**config.mk**
```make
export PLATFORM = sky130hd
export DESIGN_NAME = sm4_cmd_seq
export DESIGN_NICKNAME = d
export VERILOG_FILES = /design/src/rtl/sm4_pkg.sv /design/src/rtl/sm4_cmd_seq.sv
export SDC_FILE = /design/constraint.sdc
export NUM_CORES = 1
export LEC_CHECK = 0
export CORE_AREA = 2 2 258 260
export DETAILED_ROUTE_END_ITERATION = 16
export DIE_AREA = 0 0 260 262
export PLACE_DENSITY = 0.52
export SYNTH_ARGS = -nofsm -noshare
export SYNTH_HDL_FRONTEND = slang
export SYNTH_SLANG_ARGS = --single-unit
```
**constraint.sdc**
```tcl
create_clock -name clk -period 2.05 [get_ports clk]
set_input_delay 0.615 -clock clk [delete_from_list [all_inputs] [get_ports clk]]
set_output_delay 0.615 -clock clk [all_outputs]
set_load 0.02 [all_outputs]
```
**src/rtl/sm4_pkg.sv**
```systemverilog
// Shared encodings for the SM4 command sequencer: core command codes,
// sequencer states and the default completion timeout.
package sm4_pkg;

  localparam int TIMEOUT_DEFAULT = 64;

  localparam logic [1:0] CMD_PAUSE  = 2'b00;
  localparam logic [1:0] CMD_KEYEXP = 2'b01;
  localparam logic [1:0] CMD_ENC    = 2'b10;
  localparam logic [1:0] CMD_DEC    = 2'b11;

  typedef enum logic [2:0] {
    ST_IDLE     = 3'd0,
    ST_KEY_ISS  = 3'd1,
    ST_KEY_WAIT = 3'd2,
    ST_BLK_ISS  = 3'd3,
    ST_BLK_WAIT = 3'd4,
    ST_BLK_OUT  = 3'd5,
    ST_RESP     = 3'd6
  } seq_state_e;

  function automatic logic [1:0] blk_cmd(input logic dec);
    return dec ? CMD_DEC : CMD_ENC;
  endfunction

endpackage

```
**src/rtl/sm4_cmd_seq.sv**
```systemverilog
// Command sequencer sitting beside an SM4 core: turns user key/block requests
// into one-cycle core commands, tracks completion and returns results.
module sm4_cmd_seq
  import sm4_pkg::*;
#(
  parameter int TIMEOUT = TIMEOUT_DEFAULT
) (
  input  logic         clk,
  input  logic         rst,
  input  logic         key_vld,
  input  logic [127:0] key_in,
  output logic         key_rdy,
  input  logic         blk_vld,
  input  logic [127:0] blk_din,
  input  logic         blk_dec,
  output logic         blk_rdy,
  output logic         res_vld,
  output logic [127:0] res_dout,
  input  logic         res_rdy,
  output logic         key_loaded,
  output logic         err,
  output logic [1:0]   core_cmd,
  output logic [127:0] core_din,
  input  logic         core_key_done,
  input  logic         core_enc_ok,
  input  logic [127:0] core_dout,
  output logic [2:0]   state_dbg
);

  // Handshakes: a transfer happens on a rising edge where vld and rdy are both
  // high; rdy never depends on a later cycle, and res_vld/res_dout stay put
  // until res_rdy is seen.

  localparam int CW = $clog2(TIMEOUT + 1);
  localparam logic [CW-1:0] TMO_LAST = CW'(TIMEOUT - 1);

  seq_state_e     state_q, state_d;
  logic [127:0]   din_q, din_d;
  logic           dec_q, dec_d;
  logic [127:0]   dout_q, dout_d;
  logic           vld_q, vld_d;
  logic           kl_q, kl_d;
  logic           err_q, err_d;
  logic [CW-1:0]  cnt_q, cnt_d;
  logic           enc_ok_q;
  logic [1:0]     cmd_c;
  logic           ok_rise, ok_fall, tmo_hit;

  assign ok_rise = core_enc_ok & ~enc_ok_q;
  assign ok_fall = ~core_enc_ok & enc_ok_q;
  assign tmo_hit = (cnt_q == TMO_LAST);

  always_comb begin
    state_d = state_q;
    din_d   = din_q;
    dec_d   = dec_q;
    dout_d  = dout_q;
    vld_d   = vld_q;
    kl_d    = kl_q;
    err_d   = 1'b0;
    cnt_d   = cnt_q;
    cmd_c   = CMD_PAUSE;
    case (state_q)
      ST_IDLE: begin
        // A key request outranks a block request presented in the same cycle.
        if (key_vld) begin
          din_d   = key_in;
          state_d = ST_KEY_ISS;
        end else if (blk_vld && kl_q) begin
          din_d   = blk_din;
          dec_d   = blk_dec;
          state_d = ST_BLK_ISS;
        end
      end
      ST_KEY_ISS: begin
        cmd_c   = CMD_KEYEXP;
        kl_d    = 1'b0;
        cnt_d   = '0;
        state_d = ST_KEY_WAIT;
      end
      ST_KEY_WAIT: begin
        if (core_key_done) begin
          kl_d    = 1'b1;
          state_d = ST_IDLE;
        end else if (tmo_hit) begin
          err_d   = 1'b1;
          kl_d    = 1'b0;
          state_d = ST_IDLE;
        end else begin
          cnt_d = cnt_q + 1'b1;
        end
      end
      ST_BLK_ISS: begin
        cmd_c   = blk_cmd(dec_q);
        cnt_d   = '0;
        state_d = ST_BLK_WAIT;
      end
      ST_BLK_WAIT: begin
        if (ok_rise) begin
          cnt_d   = '0;
          state_d = ST_BLK_OUT;
        end else if (tmo_hit) begin
          err_d   = 1'b1;
          kl_d    = 1'b0;
          state_d = ST_IDLE;
        end else begin
          cnt_d = cnt_q + 1'b1;
        end
      end
      ST_BLK_OUT: begin
        // Waiting for the falling edge means the core is idle again before
        // the next command can be issued.
        if (ok_fall) begin
          dout_d  = core_dout;
          vld_d   = 1'b1;
          state_d = ST_RESP;
        end else if (tmo_hit) begin
          err_d   = 1'b1;
          kl_d    = 1'b0;
          state_d = ST_IDLE;
        end else begin
          cnt_d = cnt_q + 1'b1;
        end
      end
      ST_RESP: begin
        if (res_rdy) begin
          vld_d   = 1'b0;
          state_d = ST_IDLE;
        end
      end
      default: state_d = ST_IDLE;
    endcase
  end

  always_ff @(posedge clk) begin
    if (rst) begin
      state_q  <= ST_IDLE;
      din_q    <= '0;
      dec_q    <= 1'b0;
      dout_q   <= '0;
      vld_q    <= 1'b0;
      kl_q     <= 1'b0;
      err_q    <= 1'b0;
      cnt_q    <= '0;
      enc_ok_q <= 1'b0;
    end else begin
      state_q  <= state_d;
      din_q    <= din_d;
      dec_q    <= dec_d;
      dout_q   <= dout_d;
      vld_q    <= vld_d;
      kl_q     <= kl_d;
      err_q    <= err_d;
      cnt_q    <= cnt_d;
      enc_ok_q <= core_enc_ok;
    end
  end

  assign key_rdy    = (state_q == ST_IDLE);
  assign blk_rdy    = (state_q == ST_IDLE) & kl_q & ~key_vld;
  assign res_vld    = vld_q;
  assign res_dout   = dout_q;
  assign key_loaded = kl_q;
  assign err        = err_q;
  assign core_cmd   = cmd_c;
  assign core_din   = din_q;
  assign state_dbg  = state_q;

endmodule

```
Yosys cells after proc, flatten, opt, wreduce, memory -nomap -nowiden

Index checks and enable logic that the tools add are counted.
Widths: inputs -> output; s select.

Bitwise gates (word level): 7
Reduce and logical (&&, ||, !) cells: 14
Muxes and demuxes: 30
Add/subtract/negate cells: 1
Equality and inequality tests: 13

Operators by type and width:

| cell                | count |
|---|---|
| $mux 128            | 2 |
| $mux 7              | 4 |
| $pmux 7 s4          | 1 |
| $mux 3              | 7 |
| $pmux 3 s7          | 1 |
| $reduce_and 3->1    | 4 |
| $mux 1              | 11 |
| $ne 2x2->1 const B  | 5 |
| $eq 3x3->1 const B  | 3 |
| $reduce_bool 4->1   | 2 |
| $add 7x1->7 const B | 1 |
| $eq 7x6->1 const B  | 1 |
| $eq 3x2->1 const B  | 2 |
| $reduce_and 2->1    | 3 |
| $and 1x1->1         | 4 |
| $pmux 1 s4          | 1 |
| $pmux 2 s2          | 1 |
| $reduce_bool 2->1   | 2 |
| $eq 3x1->1 const B  | 1 |
| $logic_not 3->1     | 1 |
| $ne 3x2->1 const B  | 1 |
| $not 1->1           | 3 |
| $pmux 1 s3          | 1 |
| $pmux 1 s2          | 1 |
| other kinds (2)     | 2 |

Word-level logic and storage cells: 74
Register bits: 271
Input port bits: 392
Output and inout bits: 266

Depth between registers and ports, before layout

Gate-level depths: netlist (run 1).

Depth after elaboration: 4
Mapped depth: 8
Gate-level depth less buffers: 5

Worst setup path after synthesis (run 1)

Ideal clock, no wire load.

Kind: in2out
Start: in key_vld
End: out blk_rdy
Buffers on the path: 1
Required time: 1435 ps
Stages: 3
Path slack: 145 ps
Arrival time: 1290 ps
Path through: buf_2 -> nor4_1 -> and2_1

Longest elaborated chain between the ends: 2

RTL lines:

| element                    | line               | RTL |
|---|---|---|
| start, declared            | sm4_cmd_seq.sv:10  | `input logic key_vld,` |
| $not 1->1 (no source line) | --                 |  |
| $and 1x1->1                | sm4_cmd_seq.sv:160 | `assign blk_rdy = (state_q == ST_IDLE) & kl_q & ~key_vld;` |
| end, declared              | sm4_cmd_seq.sv:16  | `output logic blk_rdy,` |

Every way passes these cells.

Worst setup path in the final report (run 1)

Start: reg state_q[0], in the netlist state_dbg[0]
End: out blk_rdy

Longest elaborated chain between the ends: 3

RTL lines:

| element                   | line               | RTL |
|---|---|---|
| start, declared           | sm4_cmd_seq.sv:37  | `seq_state_e state_q, state_d;` |
| start signal, assigned    | sm4_cmd_seq.sv:147 | `state_q <= state_d;` |
| $logic_not 3->1           | sm4_cmd_seq.sv:160 |  |
| $and 1x1->1 (2 in series) | sm4_cmd_seq.sv:160 |  |

Every way passes these cells.

==> metrics.md, run 1 <==
| Metric | Value |
|---|---|
| Clock root buffer | `clkbuf_16` |
| PD cells | `829 nW/um^2` |
| Fmax | `roughly 480 MHz` |
| Setup WS post-layout | `-51.8 ps` |
| Drt pass-1 iters | `5` |
| Die Wd | `roughly 260 um` |
| Slew Limit Fails | `0` |
| Total track usage | `about 13%` |
| GP Congestion | `roughly 0.86` |
| Initial DRC count | `roughly 380` |
| Hold-fix buffer count after cts | `0` |
| Worst-path clk slew | `about 60 ps` |
| Total number of vias | `11400` |
| Syn_area_per_cell | `between 9 and 10 um^2` |
| Clock skew | `~14 ps` |
| Setup TNS | `-109 ps` |
| Routed wire length | `46200 um` |
| Layout cells sized above 1 | `14.7%` |
| Final Instance Count excl. Fillers | `between 2000 and 3000` |
| Global-route wire length before repair | `between 60000 and 70000 um` |
| Failing checks | `setup timing` |
| Final Util | `31.3%` |
| Initial antenna violation count | `4` |
| Crit. End Element | `output port` |
| Gr ovfl total | `0` |
| Sequential cell area | `roughly 5400 um^2` |
| RSZ-0062 raised after global routing | `true` |
| Post-synthesis register bit count | `approximately 270` |
| Ys Warns | `0` |
| Worst rel slew slack | `between 40 and 50%` |
| Cell variety after synth | `43` |
| Min Tclk post-route | `2100 ps` |
| Post-placement cell count | `approximately 2700` |
| Cells after Synth | `1235` |
| Detail Route Antenna Nets | `0` |
| Max VDD drop | `around 0.00052 V` |
| Multi-input logic area | `5520 um^2` |
| Largest net degree at the start of global routing | `between 80 and 90` |
| Worst Path Max Fanout | `4` |
| Die area | `just under 70000 um^2` |
| Via/cell ratio | `approximately 4.0` |
| CP Launch Type | `flip-flop` |
| Worst skew pair latency | `between 500 and 600 ps` |
| Leak | `~8.6 nW` |
| Fill cell count | `6882` |
| Layout Nets | `about 2300` |
| Vias in the first global route | `around 11000` |
| Period Utilization, post-route | `103%` |
| Ports | `approximately 660` |
| Area Growth Syn to Fin | `78.9%` |
| CTS buffer count | `34` |
| Max-cap check violation count | `0` |
| Syn_nets | `approximately 1600` |
| Sequential-to-total area share from yosys stat | `between 40% and 50%` |
| # H-tree levels | `2` |
| Critical path class | `flip-flop to output port` |
| FP Rows | `94` |
| Port bufs | `657` |
| Min-delay worst type | `flip-flop to flip-flop` |
| Chip height | `about 260 um` |
| Worst EP required | `1430 ps` |
| Final Hold Fails | `0` |
| Max Root-Sink Buffers | `3` |
| Worst Tran Pin Value | `796 ps` |
| Status | `finished, violations left` |
| Wire per inst | `between 15 and 20 um` |
| Syn Std Cell Area | `roughly 11000 um^2` |
| DRC viols | `0` |
| Ant diodes | `0` |
| Post-DP HPWL | `~36000 um` |
| Initial Utilization | `17.5%` |
| Sink Count | `271` |
| CTS tree | `yes` |
| Commonest non-fill, non-tap cell in the layout | `clkdlybuf4s50_1` |
| Setup Viol. Count Final | `3` |
| Commonest cells after routing, fill and taps aside | `389 x clkdlybuf4s50_1, 267 x dfxtp_1, 262 x nand2_1` |
| Core area | `approximately 65000 um^2` |
| CP arrival | `roughly 1500 ps` |
-- cell usage after synthesis, drive strengths merged --
master,n,area share [%]
nor4,2,0.11
o221a,1,0.18
inv,3,0.099
o31ai,2,0.13
o21ai,5,0.22
nor3b,1,0.066
or4,1,0.066
nand3,7,0.31
dfxtp,271,47
a211oi,130,13
a21oi,132,5.8
a21o,1,0.066
nor4bb,1,0.088
clkbuf,38,1.2
nand2,263,8.6
a211o,1,0.077
and4b,1,0.088
nand2b,9,0.49
a31oi,1,0.055
and3b,1,0.077
ha,1,0.11
and2,2,0.11
buf,69,3.5
mux2i,133,12
nand3b,1,0.066
o221ai,1,0.077
a21boi,3,0.20
o311a,1,0.088
a41oi,1,0.077
or3,2,0.11
a22oi,1,0.066
nor2b,5,0.27
a311oi,1,0.077
a222oi,1,0.088
a221oi,1,0.077
nor3,7,0.35
nor2,134,4.4
-- cell families after synthesis --
group | after synthesis | synth area share (%)
flip-flops | 271 | 47.5
AO/OA/AOI/OAI | 283 | 20.7
multiplexers | 133 | 11.7
AND/OR/NAND/NOR | 437 | 15.2
buffers and inverters | 110 | 4.86
adder cells (fa/ha/maj) | 1 | 0.109
-- sequential cells by signal, indices dropped and copies added (netlist names) --
register and count:
enc_ok_q 1, res_dout 128, res_vld 1, state_dbg 3
core_din 128, key_loaded 1, dec_q 1, err 1
cnt_q 7
-- path summary, 6_finish.rpt --
| check | to | start | slack (ps) | cells past startpoint |
|---|---|---|---|---|
| max | blk_rdy | state_dbg[0] | -50 | 3 |
| min | res_dout[0] | res_dout[0] | 450 | 2 |
| max reg2reg | cnt_q[3] | state_dbg[1] | 140 | 6 |
| min reg2reg | res_dout[0] | res_dout[0] | 450 | 2 |
-- metrics by stage --
stage          hold slack, ps  area, um^2  total power, W  setup WS (ps)
5_1_grt                   467       20400          0.0178           -140
4_1_cts                   451       20400          0.0173           -114
3_5_place_dp              446       19500          0.0111           -364
6_report                  449       20400          0.0169          -51.8
3_3_place_gp              443       19500          0.0111           -317
2_1_floorplan             437       11400         0.00859            145
-- worst max-delay path, stage by stage, from the launching register on --
cell	delay (ps)
dfxtp_4	370
nor4_4	290
and2_4	190
buf_6	110
-- layout make-up --
type	instances	share of cell area, %
Clock buffer	54	5.19
Clock inverter	7	0.539
Inverter	3	0.0551
Multi-Input combinational cell	854	27.0
Sequential cell	271	26.6
Tap cell	864	5.29
Timing Repair Buffer	755	35.3
-- report_power, final --
group / switching, W / internal, W
combinational: 0.00241 / 0.00223
sequential: 0.000260 / 0.00578
clock: 0.00235 / 0.00392
-- timing repair --
action,4_1_cts,5_1_grt
pin swaps,2,1
resized for setup,303,5
setup buffers,3,1
setup endpoints to repair,266,8
-- metal layers --
| layer | part of all wire [%] | global-route usage, % | vias to the layer above |
|---|---|---|---|
| li1 | - | - | 5609 |
| met5 | 0.087 | 0 | - |
| met1 | 38 | 13.6 | 5225 |
| met3 | 11 | 5.82 | 62 |
| met2 | 48 | 22.1 | 467 |
| met4 | 2.2 | 3.48 | 6 |
Power figures use the tool's default switching activity.
==> run 2: changes to the inputs <==
--- a/config.mk
+++ b/config.mk
@@ -9,6 +9,7 @@
 export DETAILED_ROUTE_END_ITERATION = 16
 export DIE_AREA = 0 0 260 262
 export PLACE_DENSITY = 0.52
+export REMOVE_ABC_BUFFERS = 1
 export SYNTH_ARGS = -nofsm -noshare
 export SYNTH_HDL_FRONTEND = slang
 export SYNTH_SLANG_ARGS = --single-unit
==> metrics.md, run 2 (synthesized netlist as in run 1, its figures left out) <==
| Metric | Value |
|---|---|
| Chip height | `roughly 260 um` |
| Clock skew | `between 20 and 25 ps` |
| Worst rel slew slack | `between 60% and 70%` |
| Drt pass-1 iters | `4` |
| Fill cell count | `just under 7000` |
| Initial antenna violation count | `28` |
| Initial DRC count | `a little under 400` |
| CTS buffer count | `34` |
| Slew Limit Fails | `0` |
| Failing checks | `setup timing` |
| Sw frac | `30.7%` |
| Total number of vias | `11500` |
| Setup Viol. Count Final | `3` |
| Hold worst-path end | `res_dout[113]` |
| Max Root-Sink Buffers | `3` |
| Final Hold Fails | `0` |
| PD cells | `approximately 820 nW/um^2` |
| CP peak stage delay | `between 300 and 400 ps` |
| Min Tclk post-route | `2150 ps` |
| Max VDD drop | `around 0.0005 V` |
| Die area | `68100 um^2` |
| Worst Tran Pin Value | `a little under 600 ps` |
| CP Launch Type | `flip-flop` |
| Clock root buffer | `clkbuf_16` |
| Post-placement cell count | `2734` |
| Total track usage | `between 10% and 20%` |
| Post-DP HPWL | `44300 um` |
| Hold-fix buffer count after cts | `0` |
| Worst Path Max Fanout | `2` |
| R2R Setup Slk | `roughly 140 ps` |
| Logic pwr share | `28.3%` |
| Critical path class | `flip-flop to output port` |
| Initial Utilization | `17.5%` |
| CTS tree | `yes` |
| Routed wire length | `about 54000 um` |
| Commonest non-fill, non-tap cell in the layout | `clkdlybuf4s50_1` |
| Port bufs | `about 660` |
| Core area | `65300 um^2` |
| Max-cap check violation count | `0` |
| Via/cell ratio | `~4.1` |
| Commonest cells after routing, fill and taps aside | `389 x clkdlybuf4s50_1, 268 x dfxtp_1, 262 x nand2_1` |
| GP Congestion | `0.816` |
| Max Used Layer | `met5` |
| CP Cell Sequence | `nor4_4 -> buf_4 -> and2_4 -> buf_6` |
| Clock power share | `35.3%` |
| RSZ-0062 raised after global routing | `true` |
| Die Wd | `between 200 and 300 um` |
| P_int | `0.0115 W` |
| Crit path max-delay cell type | `dfxtp_2` |
| Wire per inst | `just under 20 um` |
| Worst EP required | `between 1000 and 1500 ps` |
| Hold Path Cell Cnt | `2` |
| Period Utilization, post-route | `105%` |
| Met2 wire length | `between 20000 and 30000 um` |
| FP Rows | `94` |
| Status | `finished, violations left` |
| Ports | `roughly 660` |
| Min-delay worst type | `flip-flop to flip-flop` |
| Layout cells sized above 1 | `about 15%` |
| Worst skew pair latency | `around 530 ps` |
| Hold wc startpoint | `res_dout[113]` |
| Met3 WL | `around 5600 um` |
| DRC viols | `0` |
| Detail Route Antenna Nets | `0` |
| Area Growth Syn to Fin | `77.9%` |
| Gr ovfl total | `0` |
| Seq pwr share | `between 30% and 40%` |
| Fmax | `465 MHz` |
| R2r endpoint | `core_din[85]` |
| Final Instance Count excl. Fillers | `~2800` |
| Reg2reg start | `state_dbg[0]` |
| Layout Nets | `~2300` |
| Crit. End Element | `output port` |
| Sink Count | `271` |
| Global-route wire length before repair | `between 70000 and 80000 um` |
| # H-tree levels | `2` |
| CP arrival | `between 1500 and 2000 ps` |
| Setup WS post-layout | `-100 ps` |
| Vias in the first global route | `approximately 12000` |
| Largest net degree at the start of global routing | `55` |
| Met1 Routed Length | `20600 um` |
| Hold slack final | `~450 ps` |
| Worst-path clk slew | `about 60 ps` |
| P_sw | `0.00510 W` |
| Leak | `around 8.5 nW` |
| R2R depth | `9` |
==> run 2: layout make-up <==
| class | instances | area, um^2 | share of cell area (%) |
|---|---|---|---|
| clock inverters | 10 | 83.8 | 0.413 |
| well taps | 864 | 1080 | 5.32 |
| diodes | 8 | 20.0 | 0.0985 |
| flip-flops and latches | 271 | 5430 | 26.7 |
| multi-input cells | 854 | 5510 | 27.1 |
| repair buffers | 750 | 7180 | 35.4 |
| inverters | 3 | 11.3 | 0.0554 |
| clock buffers | 46 | 997 | 4.91 |
==> run 2: through the flow <==
step                power [W]  utilization [%]  TNS [ps]  area [um^2]  setup WS, ps
global placement       0.0111             29.7    -38710        19400          -538
finish                 0.0166             31.1      -166        20300          -100
CTS                    0.0169             31.0      -289        20200          -181
detailed placement     0.0112             29.7    -44750        19400          -456
floorplan             0.00748                -  -1813410        10900        -10980
global route           0.0175             31.1      -476        20300          -175
==> run 2: power groups by stage <==
stage	Clock, W	Combinational, W	Sequential (W)
3_5_place_dp	0	0.00498	0.00618
3_3_place_gp	0	0.00491	0.00616
6_report	0.00587	0.00471	0.00605
4_1_cts	0.00611	0.00473	0.00605
5_1_grt	0.00630	0.00506	0.00611
2_1_floorplan	0	0.00124	0.00625
==> run 2: how the worst max path moves through the flow <==
| stage | start | end | slack (ps) | cells after the start |
|---|---|---|---|---|
| detailed placement | key_vld | blk_rdy | -460 | 5 |
| global route | state_dbg[2] | blk_rdy | -180 | 4 |
| finish | state_dbg[2] | blk_rdy | -100 | 4 |
| CTS | state_dbg[0] | blk_rdy | -180 | 4 |
| floorplan | state_dbg[2] | core_din[51] | -10980 | 3 |
| global placement | key_vld | blk_rdy | -540 | 5 |
==> run 2: per-layer routing <==
layer | vias to the layer above | GRT usage, %
met5 | - | 0
met4 | 14 | 5.44
met3 | 85 | 6.11
met2 | 508 | 26.1
met1 | 5318 | 16.5
li1 | 5623 | -
==> run 2: worst max-delay path: cells and delay by family (launching register included) <==
family	cells	cell delay, ps
flops	1	340
buf+inv	2	270
simple gates	2	390
==> run 2: repair_timing <==
action	4_1_cts	5_1_grt
gates resized for setup	297	9
endpoints found under the setup margin	262	5
pin swaps	1	1
setup buffers	6	2
gates cloned	0	0
